$ cat src/rtl/pc_fetch_pkg.sv
// ============================================================================
// Module   : pc_fetch_pkg
// Purpose  : Shared types and constants for the PC fetch unit.
//            - fetch_state_e : fetch FSM state encoding (IDLE / REQ / WAIT)
//            - PC_INCR       : sequential PC increment (bytes per instruction)
// Revision : 1.0 - initial release
// ============================================================================
`default_nettype none

package pc_fetch_pkg;

  typedef enum logic [1:0] {
    IDLE = 2'd0,   // no fetch outstanding
    REQ  = 2'd1,   // request presented to instruction memory
    WAIT = 2'd2    // request accepted, waiting for read data
  } fetch_state_e;

  localparam int unsigned PC_INCR = 4;

endpackage : pc_fetch_pkg

`default_nettype wire

$ cat src/rtl/pc_fetch_if.sv
// ============================================================================
// Module   : pc_fetch_if
// Purpose  : Instruction-memory request/response bundle of the fetch unit.
// Signals  : PC_FETCH_Req_Valid / PC_FETCH_Req_Ready / PC_FETCH_Req_Addr
//            PC_FETCH_Rsp_Valid / PC_FETCH_Rsp_Data
// Modports : master - fetch unit side (drives request, receives response)
//            slave  - memory side
// Revision : 1.0 - initial release
// ============================================================================
`default_nettype none

interface pc_fetch_if #(
  parameter int XLEN = 32
) ();

  logic            PC_FETCH_Req_Valid;
  logic            PC_FETCH_Req_Ready;
  logic [XLEN-1:0] PC_FETCH_Req_Addr;
  logic            PC_FETCH_Rsp_Valid;
  logic [XLEN-1:0] PC_FETCH_Rsp_Data;

  modport master (
    output PC_FETCH_Req_Valid,
    output PC_FETCH_Req_Addr,
    input  PC_FETCH_Req_Ready,
    input  PC_FETCH_Rsp_Valid,
    input  PC_FETCH_Rsp_Data
  );

  modport slave (
    input  PC_FETCH_Req_Valid,
    input  PC_FETCH_Req_Addr,
    output PC_FETCH_Req_Ready,
    output PC_FETCH_Rsp_Valid,
    output PC_FETCH_Rsp_Data
  );

endinterface : pc_fetch_if

`default_nettype wire

$ cat src/rtl/pc_fetch_pending.sv
// ============================================================================
// Module   : pc_fetch_pending
// Purpose  : One-deep pending-advance register for the fetch unit.
// Ports    : clk_i, rst_ni       - clock, asynchronous active-low reset
//            set_i               - advance requested while a fetch is busy
//            clr_i               - pending entry consumed (fetch completes)
//            load_i, target_i    - advance kind and branch target
//            valid_o, load_o,
//            target_o            - stored pending entry
//            overrun_o           - sticky: an advance was dropped
// Revision : 1.0 - initial release
// ============================================================================
`default_nettype none

module pc_fetch_pending #(
  parameter int XLEN = 32
) (
  input  wire logic            clk_i,
  input  wire logic            rst_ni,
  input  wire logic            set_i,
  input  wire logic            clr_i,
  input  wire logic            load_i,
  input  wire logic [XLEN-1:0] target_i,
  output logic                 valid_o,
  output logic                 load_o,
  output logic [XLEN-1:0]      target_o,
  output logic                 overrun_o
);

  logic            valid_q,   valid_d;
  logic            load_q,    load_d;
  logic [XLEN-1:0] target_q,  target_d;
  logic            overrun_q, overrun_d;

  always_comb begin
    valid_d   = valid_q;
    load_d    = load_q;
    target_d  = target_q;
    overrun_d = overrun_q;
    // An occupied entry always wins: the newcomer is dropped, even in the
    // cycle the entry is consumed.
    if (set_i && valid_q) begin
      overrun_d = 1'b1;
    end
    // A set arriving together with clr and an empty entry is applied
    // directly by the caller, so it is not stored here.
    if (clr_i) begin
      valid_d = 1'b0;
    end else if (set_i && !valid_q) begin
      valid_d  = 1'b1;
      load_d   = load_i;
      target_d = target_i;
    end
  end

  always_ff @(posedge clk_i or negedge rst_ni) begin
    if (!rst_ni) begin
      valid_q   <= 1'b0;
      load_q    <= 1'b0;
      target_q  <= '0;
      overrun_q <= 1'b0;
    end else begin
      valid_q   <= valid_d;
      load_q    <= load_d;
      target_q  <= target_d;
      overrun_q <= overrun_d;
    end
  end

  assign valid_o   = valid_q;
  assign load_o    = load_q;
  assign target_o  = target_q;
  assign overrun_o = overrun_q;

endmodule : pc_fetch_pending

`default_nettype wire

$ cat src/rtl/pc_fetch.sv
// ============================================================================
// Module   : pc_fetch
// Purpose  : Program counter and instruction fetch sequencer. Each accepted
//            Set_En advances the PC (PC+4 or Target) and fetches one
//            instruction over the memory interface; one advance arriving
//            while busy is queued, further ones are dropped (Overrun).
// Ports    : PC_FETCH_Clk, PC_FETCH_Reset (async, active-low)
//            PC_FETCH_Set_En, PC_FETCH_Load, PC_FETCH_Target - advance request
//            mem_if (pc_fetch_if.master)                     - memory bus
//            PC_FETCH_Instr, PC_FETCH_Instr_Valid            - fetched word
//            PC_FETCH_PC, PC_FETCH_Overrun                   - status
//            PC_FETCH_Misalign (only with PC_FETCH_MISALIGN_CHECK_EN)
// Config   : PC_FETCH_MISALIGN_CHECK_EN - drop loads of non word-aligned
//            targets and flag them on PC_FETCH_Misalign.
// Revision : 1.0 - initial release
// ============================================================================
`default_nettype none

module pc_fetch
  import pc_fetch_pkg::*;
#(
  parameter int              XLEN         = 32,
  parameter logic [XLEN-1:0] RESET_VECTOR = 32'h0000_0000
) (
  input  wire logic            PC_FETCH_Clk,
  input  wire logic            PC_FETCH_Reset,
  input  wire logic            PC_FETCH_Set_En,
  input  wire logic            PC_FETCH_Load,
  input  wire logic [XLEN-1:0] PC_FETCH_Target,
  pc_fetch_if.master           mem_if,
  output logic [XLEN-1:0]      PC_FETCH_Instr,
  output logic                 PC_FETCH_Instr_Valid,
  output logic [XLEN-1:0]      PC_FETCH_PC,
  output logic                 PC_FETCH_Overrun
`ifdef PC_FETCH_MISALIGN_CHECK_EN
  ,
  output logic                 PC_FETCH_Misalign
`endif
);

  fetch_state_e    state_q, state_d;
  logic [XLEN-1:0] pc_q, pc_d;
  logic [XLEN-1:0] instr_q, instr_d;
  logic            instr_valid_q, instr_valid_d;

  logic            adv_req;      // Set_En after optional alignment filter
  logic            rsp_fire;     // response accepted this cycle
  logic            pend_valid;
  logic            pend_load;
  logic [XLEN-1:0] pend_target;
  logic [XLEN-1:0] pc_seq;

  assign pc_seq   = pc_q + XLEN'(PC_INCR);  // wraps modulo 2^XLEN
  assign rsp_fire = (state_q == WAIT) && mem_if.PC_FETCH_Rsp_Valid;

`ifdef PC_FETCH_MISALIGN_CHECK_EN
  logic misalign_q;
  logic bad_target;

  assign bad_target = PC_FETCH_Set_En && PC_FETCH_Load && (|PC_FETCH_Target[1:0]);
  assign adv_req    = PC_FETCH_Set_En && !bad_target;

  always_ff @(posedge PC_FETCH_Clk or negedge PC_FETCH_Reset) begin
    if (!PC_FETCH_Reset) begin
      misalign_q <= 1'b0;
    end else if (bad_target) begin
      misalign_q <= 1'b1;
    end
  end

  assign PC_FETCH_Misalign = misalign_q;
`else
  assign adv_req = PC_FETCH_Set_En;
`endif

  pc_fetch_pending #(
    .XLEN (XLEN)
  ) u_pending (
    .clk_i     (PC_FETCH_Clk),
    .rst_ni    (PC_FETCH_Reset),
    .set_i     (adv_req && (state_q != IDLE)),
    .clr_i     (rsp_fire),
    .load_i    (PC_FETCH_Load),
    .target_i  (PC_FETCH_Target),
    .valid_o   (pend_valid),
    .load_o    (pend_load),
    .target_o  (pend_target),
    .overrun_o (PC_FETCH_Overrun)
  );

  always_comb begin
    state_d       = state_q;
    pc_d          = pc_q;
    instr_d       = instr_q;
    instr_valid_d = 1'b0;
    unique case (state_q)
      IDLE: begin
        if (adv_req) begin
          pc_d    = PC_FETCH_Load ? PC_FETCH_Target : pc_seq;
          state_d = REQ;
        end
      end
      REQ: begin
        if (mem_if.PC_FETCH_Req_Ready) begin
          state_d = WAIT;
        end
      end
      WAIT: begin
        if (mem_if.PC_FETCH_Rsp_Valid) begin
          instr_d       = mem_if.PC_FETCH_Rsp_Data;
          instr_valid_d = 1'b1;
          // A queued advance has priority over one arriving this cycle.
          if (pend_valid) begin
            pc_d    = pend_load ? pend_target : pc_seq;
            state_d = REQ;
          end else if (adv_req) begin
            pc_d    = PC_FETCH_Load ? PC_FETCH_Target : pc_seq;
            state_d = REQ;
          end else begin
            state_d = IDLE;
          end
        end
      end
      default: state_d = IDLE;
    endcase
  end

  always_ff @(posedge PC_FETCH_Clk or negedge PC_FETCH_Reset) begin
    if (!PC_FETCH_Reset) begin
      state_q       <= IDLE;
      pc_q          <= RESET_VECTOR;
      instr_q       <= '0;
      instr_valid_q <= 1'b0;
    end else begin
      state_q       <= state_d;
      pc_q          <= pc_d;
      instr_q       <= instr_d;
      instr_valid_q <= instr_valid_d;
    end
  end

  assign mem_if.PC_FETCH_Req_Valid = (state_q == REQ);
  assign mem_if.PC_FETCH_Req_Addr  = pc_q;
  assign PC_FETCH_Instr            = instr_q;
  assign PC_FETCH_Instr_Valid      = instr_valid_q;
  assign PC_FETCH_PC               = pc_q;

endmodule : pc_fetch

`default_nettype wire

$ cat src/flat_wrapper.sv
// flat-port wrapper written by rule: the top's interface ports become plain ports
module pc_fetch_flat import pc_fetch_pkg::*;
#(
  parameter int              XLEN         = 32,
  parameter logic [XLEN-1:0] RESET_VECTOR = 32'h0000_0000
)
  (PC_FETCH_Clk, PC_FETCH_Reset, PC_FETCH_Set_En, PC_FETCH_Load, PC_FETCH_Target, PC_FETCH_Instr, PC_FETCH_Instr_Valid, PC_FETCH_PC, PC_FETCH_Overrun, mem_if_PC_FETCH_Req_Valid, mem_if_PC_FETCH_Req_Addr, mem_if_PC_FETCH_Req_Ready, mem_if_PC_FETCH_Rsp_Valid, mem_if_PC_FETCH_Rsp_Data);
  pc_fetch_if #(.XLEN(XLEN)) mem_if_i ();
  input  wire logic PC_FETCH_Clk;
  input  wire logic PC_FETCH_Reset;
  input  wire logic PC_FETCH_Set_En;
  input  wire logic PC_FETCH_Load;
  input  wire logic [XLEN-1:0] PC_FETCH_Target;
  output logic [XLEN-1:0] PC_FETCH_Instr;
  output logic PC_FETCH_Instr_Valid;
  output logic [XLEN-1:0] PC_FETCH_PC;
  output logic PC_FETCH_Overrun;
  output wire logic [$bits(mem_if_i.PC_FETCH_Req_Valid)-1:0] mem_if_PC_FETCH_Req_Valid;
  output wire logic [$bits(mem_if_i.PC_FETCH_Req_Addr)-1:0] mem_if_PC_FETCH_Req_Addr;
  input wire logic [$bits(mem_if_i.PC_FETCH_Req_Ready)-1:0] mem_if_PC_FETCH_Req_Ready;
  input wire logic [$bits(mem_if_i.PC_FETCH_Rsp_Valid)-1:0] mem_if_PC_FETCH_Rsp_Valid;
  input wire logic [$bits(mem_if_i.PC_FETCH_Rsp_Data)-1:0] mem_if_PC_FETCH_Rsp_Data;
  assign mem_if_PC_FETCH_Req_Valid = mem_if_i.PC_FETCH_Req_Valid;
  assign mem_if_PC_FETCH_Req_Addr = mem_if_i.PC_FETCH_Req_Addr;
  assign mem_if_i.PC_FETCH_Req_Ready = mem_if_PC_FETCH_Req_Ready;
  assign mem_if_i.PC_FETCH_Rsp_Valid = mem_if_PC_FETCH_Rsp_Valid;
  assign mem_if_i.PC_FETCH_Rsp_Data = mem_if_PC_FETCH_Rsp_Data;
  pc_fetch #(.XLEN(XLEN), .RESET_VECTOR(RESET_VECTOR)) u_core (.PC_FETCH_Clk(PC_FETCH_Clk), .PC_FETCH_Reset(PC_FETCH_Reset), .PC_FETCH_Set_En(PC_FETCH_Set_En), .PC_FETCH_Load(PC_FETCH_Load), .PC_FETCH_Target(PC_FETCH_Target), .mem_if(mem_if_i), .PC_FETCH_Instr(PC_FETCH_Instr), .PC_FETCH_Instr_Valid(PC_FETCH_Instr_Valid), .PC_FETCH_PC(PC_FETCH_PC), .PC_FETCH_Overrun(PC_FETCH_Overrun));
endmodule
$ cat config.mk
export PLATFORM = sky130hd
export DESIGN_NAME = pc_fetch_flat
export DESIGN_NICKNAME = d
export VERILOG_FILES = /design/src/rtl/pc_fetch_pkg.sv /design/src/rtl/pc_fetch_if.sv /design/src/rtl/pc_fetch_pending.sv /design/src/rtl/pc_fetch.sv /design/src/flat_wrapper.sv
export SDC_FILE = /design/constraint.sdc
export NUM_CORES = 1
export LEC_CHECK = 0
export BUFFER_PORTS_ARGS = -buffer_cell sky130_fd_sc_hd__buf_2
export CORE_ASPECT_RATIO = 1.1
export CORE_MARGIN = 4
export CORE_UTILIZATION = 57
export DETAILED_ROUTE_END_ITERATION = 12
export GPL_TIMING_DRIVEN = 1
export HOLD_SLACK_MARGIN = 0.15
export PLACE_DENSITY = 0.94
export SETUP_SLACK_MARGIN = 0.2
export SYNTH_ARGS = -nofsm -noshare
export SYNTH_HDL_FRONTEND = slang
export SYNTH_SLANG_ARGS = --single-unit
export TNS_END_PERCENT = 10
$ cat constraint.sdc
create_clock -name PC_FETCH_Clk -period 3.8 [get_ports PC_FETCH_Clk]
set_input_delay 0.76 -clock PC_FETCH_Clk [delete_from_list [all_inputs] [get_ports PC_FETCH_Clk]]
set_output_delay 0.76 -clock PC_FETCH_Clk [all_outputs]
set_load 0.02 [all_outputs]
# == Yosys cells after proc, flatten, opt, wreduce, memory -nomap -nowiden ==
# Index checks and enable logic that the tools add are counted.
# op_classes
addsub,1
bitwise,1
reduce_logical,13
n_eq_ne,5
mux,16
# op_table
cell,count
two-way mux 32 bit,5
case mux 32 bit (2 select lines),1
adder 32 x 3 -> 32 bit (second input constant),1
two-way mux 2 bit,4
case mux 2 bit (3 select lines),1
AND reduction 2 bit,3
nonzero test 2 bit,3
two-way mux 1 bit,5
logical AND 1 bit,4
inequality test 2 bit (second input constant),2
AND reduction 3 bit,1
== test 2 x 1 -> 1 bit (second input constant),1
== test 2 bit (second input constant),1
logical NOT 2 bit,1
inequality test 2 x 1 -> 1 bit (second input constant),1
logical NOT 1 bit,1
NOT 1 bit,1
# totals
reg_bits,102

# == Logic depth before layout (Yosys ltp) ==
# Gate-level depths: netlist of the first run.
# logic_depth
depth_word,6
depth_mapped,8
mapped_depth_nobuf,6

# == Cells and area by module ==
# From an unflattened synthesis of the first run, not the netlist that was laid out.
# unflattened
cells_unflattened,684
hier_area_um2,5965.7
# modules_own_cells
module,area_per_inst_um2,cells_each,instances
pc_fetch,4650.7,609,1
pc_fetch_pending,1315.0,75,1

# == Worst setup path after synthesis of the first run ==
# OpenSTA, ideal clock, no wires.
# synth_path
path_type,register to register
from,reg u_core.pc_q[2] (netlist: u_core.PC_FETCH_PC[2])
to,reg u_core.pc_q[26] (netlist: u_core.PC_FETCH_PC[26])
t_arrival_ps,2029
stages_incl_launch_ff,7
slack_ps,1628
path_cell_list,dfrtp_1 > ha_1 > nand4_2 > or3_4 > o31a_1 > o31ai_1 > a22oi_1
# synth_via
elab_chain_cells,6
# synth_lines
item,line,rtl
from (decl),pc_fetch.sv:42,"logic [XLEN-1:0] pc_q, pc_d;"
from (signal assigned),pc_fetch.sv:136,pc_q <= pc_d;
adder 32 x 3 -> 32 bit *,pc_fetch.sv:53,assign pc_seq = pc_q + XLEN'(PC_INCR);
two-way mux 32 bit,"pc_fetch.sv:99, pc_fetch.sv:117",
two-way mux 32 bit,"pc_fetch.sv:98, pc_fetch.sv:116",
two-way mux 32 bit,pc_fetch.sv:113,if (pend_valid) begin
two-way mux 32 bit,pc_fetch.sv:109,if (mem_if.PC_FETCH_Rsp_Valid) begin
case mux 32 bit (2 select lines) *,pc_fetch.sv:96,unique case (state_q)
# Mark *: on every way between the ends. The rest lies on a longest branch, timed or not. The select of a mux whose other input is x is not followed.
# A chain may end at the register's enable or synchronous reset.

# == Worst setup path after layout of the first run ==
# layout_path
from,reg u_core.state_q[0]
to,reg u_core.pc_q[22] (netlist: u_core.PC_FETCH_PC[22])
# layout_via
elab_chain_cells,3
# layout_lines
item,line,rtl
from (decl),pc_fetch.sv:41,"fetch_state_e state_q, state_d;"
from (signal assigned),pc_fetch.sv:135,state_q <= state_d;
== test 2 bit or logical NOT 2 bit (tied branches),pc_fetch.sv:96,
inequality test 2 bit (no source line) or nonzero test 2 bit (tied branches),--,
AND reduction 2 bit (no source line),--,
# Parallel ways exist; a longest one is shown, timed or not.

==> impl_metrics.toml, run 1 <==
[critical_path]
crit_fanout = 17
critPathArrivalTime_ns = 2.85
worstPathRequired_ns = 4.03
start_kind = "flip-flop"
endpoint_kind = "flip-flop"
reg2reg_depth = 5
path_class = "reg -> reg"

[floorplanning]
die_w_um = 106
rows = 39
die_y_um = 116
coreArea_um2 = 10300
start_util_pct = 58.0
die_area_um2 = 12200
io_pins = 169

[synthesis]
synth_area_leaders = "dfrtp_1 (43%), nand2_1 (8.7%), mux2_2 (6.2%), buf_4 (4.0%), o21ai_0 (3.4%)"
yosysTopAreaCell = "dfrtp_1"
synth.most_common_cell = "nand2_1"
syn-cell-area_um2 = 6000
netlist_instances = 667
synth_common_cells = "nand2_1 (139), dfrtp_1 (102), o21ai_0 (41), mux2_2 (33), buf_4 (32)"
yosys_warnings = 0
synth.distinct_cells = 70
ys_ff_latch = 102
synth_edf_count = 0
synthFlopType = "dfrtp_1"
syn_area_per_cell_um2 = 9.00
synth_top_cell_area_share_pct = 42.5
synthArstFlopShare_pct = 100
synth_nets = 738
ys_seq_area_share_pct = 42.5

[sta]
fin_ws_ns = 1.17
skew_ns = 0.00828
slew_viol_final = 0
finalCriticalPeriod_ns = 2.63
setup_tns_ns = 0
worst_pin_slew_ns = 1.06
fmax_mhz = 381
finalSetupViolCount = 0
finalHoldViolCount = 0
finalCritPeriodShare_pct = 69.1
max_slew_margin_pct = 29.3
rsz0062_at_grt = "no"

[drt]
wl_met1_um = 6650
met2_length_um = 8040
vias = 5811
wl_met3_um = 2120
drtIter0Drc = 588
routed_wirelength_um = 17500
dr.pass1.iters = 10
viasPerCell = 6.26
drc = 0
highest_layer = "met4"
wl_per_cell_um = 18.9
ant_nets = 0

[global_routing]
antenna_found_initial = 0
grt_pass1_wl_um = 28000
grt_pass1_vias = 5618
grt-ovfl-total = 0
grt_start_max_net_pins = 84
grt.total_usage_pct = 28.8

[clocking]
htreeDepth = 3
cts.sinks = 102
post_cts_resized = 0
cts-buffers-inserted = 9
postCtsSetupRepairBufs = 0
cts_buffer_depth = 2
path_clk_slew_ns = 0.07
cts_root_buf = "clkbuf_16"
cts_hold_buf = 0
tritoncts = "built"
clk_latency_ns = 0.35

[cells_and_area]
finish.utilization_pct = 67.2
instances_no_fill = 928
register_area_um2 = 2550
final_nets = 851
multi_input_area_um2 = 2960
diodes = 0
n_fill_cell = 825
drive_above_1_share_pct = 31.3
final_cell_area_um2 = 6950
syn_to_final_growth_pct = 15.8

[placement]
place.detailed.hpwl_um = 11900
place_area_um2 = 6660
port_buffers = 168
dpl_worst_slack_ns = 1.22
dp.cells = 912
gp_congestion = 0.923

[pwr]
power.density_nw_per_um2 = 856
leakagePower_nw = 3.29
ir_drop_mv = 0.498

[run_status]
outcome = "completed"

[flow_run]
max_cap_viol_count = 0

[hold_path]
min_path_type = "reg -> reg"
worstHoldPathCells = 1
logic make-up after synthesis:
group,count (synthesis),synth area share [%]
buffers and inverters,89,8.23
muxes,48,8.71
and+or+nand+nor,266,22.2
xor gates and xnor gates,4,0.584
adders and majority gates,1,0.208
DFF,102,42.5
AOI/OAI and AO/OA,157,17.6
flip-flops by register name, summed over array words and instances (netlist names):
name / count
u_core.u_pending.target_o: 32
u_core.u_pending.valid_o: 1
u_core.u_pending.overrun_o: 1
u_core.PC_FETCH_Instr_Valid: 1
u_core.PC_FETCH_PC: 32
u_core.state_q: 2
u_core.u_pending.load_o: 1
u_core.PC_FETCH_Instr: 32
worst max-delay path, stage by stage, from the launching register on:
cell,delay (ns)
dfrtp_1,0.69
and3b_1,0.50
nor4_4,0.59
nand2_1,0.34
o21ai_0,0.27
o22ai_1,0.12
layout make-up:
| cell class | count | area share (%) |
|---|---|---|
| multi-input cells | 476 | 42.5 |
| flip-flops and latches | 102 | 36.7 |
| repair buffers | 180 | 13.4 |
| clock buffers | 14 | 3.94 |
| well taps | 143 | 2.57 |
| inverters | 11 | 0.594 |
| clock inverters | 2 | 0.216 |
per-stage QoR:
step / hold slack [ns] / power [mW]
finish: 0.460 / 5.95
global route: 0.495 / 6.31
CTS: 0.465 / 5.90
detailed placement: 0.451 / 4.99
global placement: 0.447 / 4.89
floorplan: 0.464 / 4.23
layer usage:
metal,vias to the layer above,global-route usage [%]
met5,-,0
met4,0,15.0
met3,79,7.74
met2,426,44.7
met1,2720,37.3
li1,2586,-
cell usage in the layout (no fill, tap or decap), types with 4 or more instances in the layout:
cell type  Yosys  layout
a211oi_1      12      12
a21o_1         4       4
a21oi_1       28      28
a221oi_1      10      10
a22o_1         5       5
a22oi_1       10      10
and3_1         8       8
and4_1         6       6
buf_2         13     167
buf_4         32      13
clkbuf_16      0       9
dfrtp_1      102     102
inv_1         11      11
mux2_2        33      33
mux2i_1       14      14
nand2_1      139     139
nand2b_1       7       7
nand3_1       21      21
nand4_1        7       7
nor2_1        28      28
nor3_1        11      11
nor4_1         4       4
o211ai_1       4       4
o21ai_0       41      41
o221ai_1       4       4
o22ai_1        8       8
o31ai_1        7       7
or2_2          4       4
worst paths after layout:
| path | startpoint | to | slack (ns) |
|---|---|---|---|
| setup reg to reg | u_core.state_q[0] | u_core.PC_FETCH_PC[22] | 1.17 |
| setup / recovery | u_core.state_q[0] | u_core.PC_FETCH_PC[22] | 1.17 |
| min in group asynchronous | PC_FETCH_Reset | u_core.u_pending.target_o[4] | 0.59 |
| max in group asynchronous | PC_FETCH_Reset | u_core.PC_FETCH_Instr[6] | 2.33 |
| hold / removal | u_core.u_pending.overrun_o | u_core.u_pending.overrun_o | 0.46 |
| hold reg to reg | u_core.u_pending.overrun_o | u_core.u_pending.overrun_o | 0.46 |
report_power, final:
group,leakage (nW),internal [mW],switching (mW),total [mW]
combinational,1.92,1.10,1.79,2.89
sequential,1.24,1.58,0.573,2.16
clock,0.135,0.499,0.405,0.904
Power figures use the tool's default switching activity.
==> run 2, diff against run 1 <==
Settings changed: CORE_UTILIZATION 57 to 48, PLACE_DENSITY 0.94 to 0.85.
Clock period 3.8 ns to 2.4 ns, I/O delays scaled along.
==> impl_metrics.toml, run 2 (synthesized netlist as in run 1, its figures left out) <==
[clocking]
cts_root_buf = "clkbuf_16"
cts.sinks = 102
htreeDepth = 3
clk_latency_ns = 0.36
cts_buffer_depth = 2
cts-buffers-inserted = 9
path_clk_slew_ns = 0.08
tritoncts = "built"

[floorplanning]
start_util_pct = 49.4
die_w_um = 115
rows = 42
coreArea_um2 = 12100
io_pins = 169
die_y_um = 125
die_area_um2 = 14400

[global_routing]
grt_pass1_vias = 5564
grt.total_usage_pct = 25.5
grt_pass1_wl_um = 29000
antenna_found_initial = 0
grt-ovfl-total = 0
grt_start_max_net_pins = 40

[drt]
wl_per_cell_um = 18.7
wl_met1_um = 7280
drtIter0Drc = 533
wl_met3_um = 1820
met2_length_um = 8470
viasPerCell = 5.89
routed_wirelength_um = 18100
drc = 0
ant_nets = 0
highest_layer = "met4"
dr.pass1.iters = 5
vias = 5690

[cells_and_area]
drive_above_1_share_pct = 34.0
final_common_cell = "buf_2"
diodes = 0
final_nets = 878
instances_no_fill = 966
n_fill_cell = 1095
final_cell_area_um2 = 7200
syn_to_final_growth_pct = 19.9
layout_common_cells = "buf_2 (167), nand2_1 (139), dfrtp_1 (101), o21ai_0 (41), buf_4 (38)"

[critical_path]
critPathArrivalTime_ns = 1.64
path_class = "reg -> out"
reg2reg_depth = 6
r2r_start = "u_core.state_q[0]"
ff2ff_setup_slack_ns = 0.30
crit_fanout = 12
worstPathRequired_ns = 1.92
endpoint_kind = "primary output"
r2r-end = "u_core.PC_FETCH_PC[25]"
start_kind = "flip-flop"

[sta]
fmax_mhz = 471
max_slew_margin_pct = 58.3
setup_tns_ns = 0
finalCritPeriodShare_pct = 88.5
skew_ns = 0.0123
worst_pin_slew_ns = 0.625
rsz0062_at_grt = "yes"
finalHoldViolCount = 0
finalSetupViolCount = 0
slew_viol_final = 0
finalCriticalPeriod_ns = 2.12
fin_ws_ns = 0.277

[hold_path]
hold_start = "mem_if_PC_FETCH_Rsp_Data[2]"
min_path_type = "in -> reg"
worstHoldPathCells = 3
min_to = "u_core.PC_FETCH_Instr[2]"

[placement]
place_area_um2 = 6880
port_buffers = 168
gp_congestion = 0.996
place.detailed.hpwl_um = 13400
dpl_worst_slack_ns = 0.328
dp.cells = 948

[pwr]
power.density_nw_per_um2 = 1350
ir_drop_mv = 0.882
leakagePower_nw = 3.44
power_frac_seq_pct = 34.2
p_int_mw = 5.18
netSwitchingFraction_pct = 46.5
power_frac_clock_pct = 15.3
p_comb_share_pct = 50.4
p_sw_mw = 4.51

[flow_run]
max_cap_viol_count = 0

[run_status]
outcome = "completed"
run 2: power groups by stage:
stage / clock (mW) / combinational, mW / sequential, mW
final: 1.48 / 4.89 / 3.32
after global routing: 1.59 / 5.31 / 3.42
after CTS: 1.52 / 4.87 / 3.29
after detailed placement: 0 / 4.87 / 3.30
after global placement: 0 / 4.76 / 3.29
after floorplan: 0 / 3.03 / 3.67
run 2: how the worst max path moves through the flow:
| stage | end | slack [ns] | from |
|---|---|---|---|
| 4_1_cts | mem_if_PC_FETCH_Req_Valid | 0.29 | u_core.state_q[0] |
| 5_1_grt | mem_if_PC_FETCH_Req_Valid | 0.18 | u_core.state_q[0] |
| 6_report | mem_if_PC_FETCH_Req_Valid | 0.28 | u_core.state_q[0] |
| 2_1_floorplan | u_core.PC_FETCH_PC[26] | 0.23 | u_core.PC_FETCH_PC[2] |
| 3_5_place_dp | u_core.PC_FETCH_PC[25] | 0.33 | mem_if_PC_FETCH_Rsp_Valid |
| 3_3_place_gp | u_core.PC_FETCH_PC[13] | 0.36 | u_core.PC_FETCH_PC[4] |
run 2: repair_timing:
action,4_1_cts,5_1_grt
gates resized for setup,0,2
setup buffers,0,1
endpoints found under the hold margin,36,0
hold buffers,1,0
endpoints found under the setup margin,0,7
run 2: layer usage:
layer | GRT usage, % | vias up
met5 | 0 | -
met4 | 9.29 | 0
met3 | 6.19 | 46
met2 | 39.2 | 304
met1 | 34.9 | 2696
li1 | - | 2644
run 2: critical path, stage by stage (launching register included):
cell and delay, ns:
dfrtp_1 0.59, buf_4 0.24, inv_1 0.12, nor2_1 0.15
buf_2 0.19
run 2: cell type report:
class                      count  area (µm²)  area share [%]
sequential                   102        2550            35.5
inverter                      11        41.3           0.574
multi-input combinational    476        2960            41.1
clock inverter                 6        61.3           0.852
timing repair buffer         207        1150            16.0
clock buffer                  10         239            3.32
tap                          154         193            2.68
run 2: per-stage QoR:
| stage | hold slack [ns] | total power, mW | utilization (%) |
|---|---|---|---|
| after floorplan | 0.184 | 6.70 | - |
| after global placement | 0.454 | 8.05 | 56.6 |
| after detailed placement | 0.458 | 8.17 | 56.6 |
| after CTS | 0.291 | 9.68 | 59.2 |
| after global routing | 0.309 | 10.3 | 59.3 |
| final | 0.300 | 9.69 | 59.3 |
==> run 3, diff against run 2 <==
Settings changed: SYNTH_HIERARCHICAL set to 1.
==> impl_metrics.toml, run 3 <==
[synthesis]
synth_common_cells = "nand2_1 (151), dfrtp_1 (102), a21oi_1 (37), mux2_2 (33), nor2_1 (33)"
synth_nets = 755
netlist_instances = 684
synth_edf_count = 0
syn-cell-area_um2 = 5970
ys_ff_latch = 102
synth.distinct_cells = 62
ys_seq_area_share_pct = 42.8
yosys_warnings = 6
synth_area_leaders = "dfrtp_1 (43%), nand2_1 (9.5%), mux2_2 (6.2%), buf_4 (4.0%), a21oi_1 (3.1%)"
synthArstFlopShare_pct = 100
synth.most_common_cell = "nand2_1"
synthFlopType = "dfrtp_1"
syn_area_per_cell_um2 = 8.72
yosysTopAreaCell = "dfrtp_1"
synth_top_cell_area_share_pct = 42.8

[clocking]
postCtsSetupRepairBufs = 0
cts.sinks = 102
tritoncts = "built"
cts_buffer_depth = 2
cts-buffers-inserted = 9
cts_root_buf = "clkbuf_16"
path_clk_slew_ns = 0.07
clk_latency_ns = 0.36
htreeDepth = 3

[sta]
finalHoldViolCount = 0
finalSetupViolCount = 0
fmax_mhz = 461
slew_viol_final = 0
skew_ns = 0.00578
setup_tns_ns = 0
worst_pin_slew_ns = 0.518
max_slew_margin_pct = 64.6
finalCriticalPeriod_ns = 2.17
rsz0062_at_grt = "yes"
finalCritPeriodShare_pct = 90.5

[flow_run]
max_cap_viol_count = 0

[floorplanning]
io_pins = 169
start_util_pct = 49.4
die_w_um = 114
die_y_um = 125
coreArea_um2 = 12100
rows = 42
die_area_um2 = 14300

[cells_and_area]
final_common_cell = "buf_2"
layout_common_cells = "buf_2 (167), nand2_1 (151), dfrtp_1 (102), a21oi_1 (37), buf_4 (36)"
instances_no_fill = 986
final_cell_area_um2 = 7180
diodes = 0
final_nets = 898
drive_above_1_share_pct = 31.6
syn_to_final_growth_pct = 20.3

[critical_path]
crit_fanout = 7
path_class = "reg -> reg"
endpoint_kind = "flip-flop"
start_kind = "flip-flop"
critPathArrivalTime_ns = 2.47
worstPathRequired_ns = 2.69

[placement]
port_buffers = 168
place.detailed.hpwl_um = 12800
dp.cells = 969
place_area_um2 = 6860
gp_congestion = 0.987

[pwr]
leakagePower_nw = 3.40
power.density_nw_per_um2 = 1320
ir_drop_mv = 0.871

[drt]
drtIter0Drc = 637
vias = 5896
drc = 0
wl_per_cell_um = 18.1
routed_wirelength_um = 17900
ant_nets = 0
viasPerCell = 5.98
dr.pass1.iters = 5

[global_routing]
met3_usage_pct = 7.24
met2_usage_pct = 39.0
top_usage_layer = "met2"
antenna_found_initial = 0
grt_pass1_wl_um = 29100
use_met1_pct = 33.5
grt-ovfl-total = 0
grt_pass1_vias = 5713
grt_start_max_net_pins = 42
grt.total_usage_pct = 25.3

[hold_path]
min_path_type = "in -> reg"

[run_status]
outcome = "completed"
run 3: cell types whose count changed in the layout (fill, tap and decap cells not counted), sizes merged, moves of 6 or more:
cell   previous run  this run
a21oi            28        37
a22oi            10         3
mux2i            14         7
nand2           140       152
nor4              7        13
o21ai            41        32
o22ai             8        19
run 3: worst max-delay path, cell delays in order, from the launching register on:
cell     delay (ns)
dfrtp_1        0.43
ha_1           0.33
and4_2         0.37
nand3_1        0.28
or3_1          0.40
a21oi_1        0.18
a211o_1        0.13
run 3: final timing paths:
path,from,endpoint,slack (ns),cells after the start
worst max register to register,u_core/PC_FETCH_PC[3],u_core/PC_FETCH_PC[14],0.23,6
worst max-delay path,u_core/PC_FETCH_PC[3],u_core/PC_FETCH_PC[14],0.23,6
max in group asynchronous,PC_FETCH_Reset,u_core/u_pending/target_o[27],1.19,3
worst min register to register,u_core/u_pending/overrun_o,u_core/u_pending/overrun_o,0.46,1
worst min-delay path,mem_if_PC_FETCH_Rsp_Data[16],u_core/PC_FETCH_Instr[16],0.30,3
min in group asynchronous,PC_FETCH_Reset,u_core/u_pending/target_o[12],0.61,2
run 3: power breakdown:
part / total, mW / internal, mW / switching, mW
sequential: 3.25 / 2.51 / 0.739
combinational: 4.79 / 1.84 / 2.95
clock: 1.44 / 0.729 / 0.709
total: 9.47 / 5.08 / 4.40
run 3: cell families (layout without fill, tap and decap cells):
logic type	Yosys count	in the layout	share of synthesized area (%)
mux	42	42	7.78
fa+ha+maj	1	1	0.210
flops	102	102	42.8
buf+inv	91	239	8.51
compound gates	160	160	17.5
simple gates	281	281	22.1
xor+xnor	7	7	1.03
run 3: routing by layer:
layer	up-vias	wire length, µm
met4	0	599
met1	2791	7060
li1	2701	-
met3	55	1920
met5	-	0
met2	349	8310
run 3: final cells by class:
type,count,area [µm²]
fill,1059,4910
multi-input combinational,491,2920
sequential,102,2550
timing repair buffer,206,1160
clock buffer,9,225
tap,154,193
clock inverter,7,65.1
inverter,17,63.8
run 3: repair_timing:
item,4_1_cts,5_1_grt
endpoints found under the setup margin,1,6
gates resized for setup,1,2
hold buffers,1,0
hold endpoints to repair,30,0
run 3: stage by stage:
| step | total power, mW | util (%) | hold slack, ns | worst slack (ns) |
|---|---|---|---|---|
| floorplan | 6.56 | - | 0.184 | 0.253 |
| global placement | 7.87 | 56.8 | 0.454 | 0.282 |
| detailed placement | 7.99 | 56.8 | 0.450 | 0.224 |
| CTS | 9.48 | 59.3 | 0.289 | 0.246 |
| global route | 10.1 | 59.4 | 0.295 | 0.138 |
| finish | 9.47 | 59.4 | 0.305 | 0.229 |
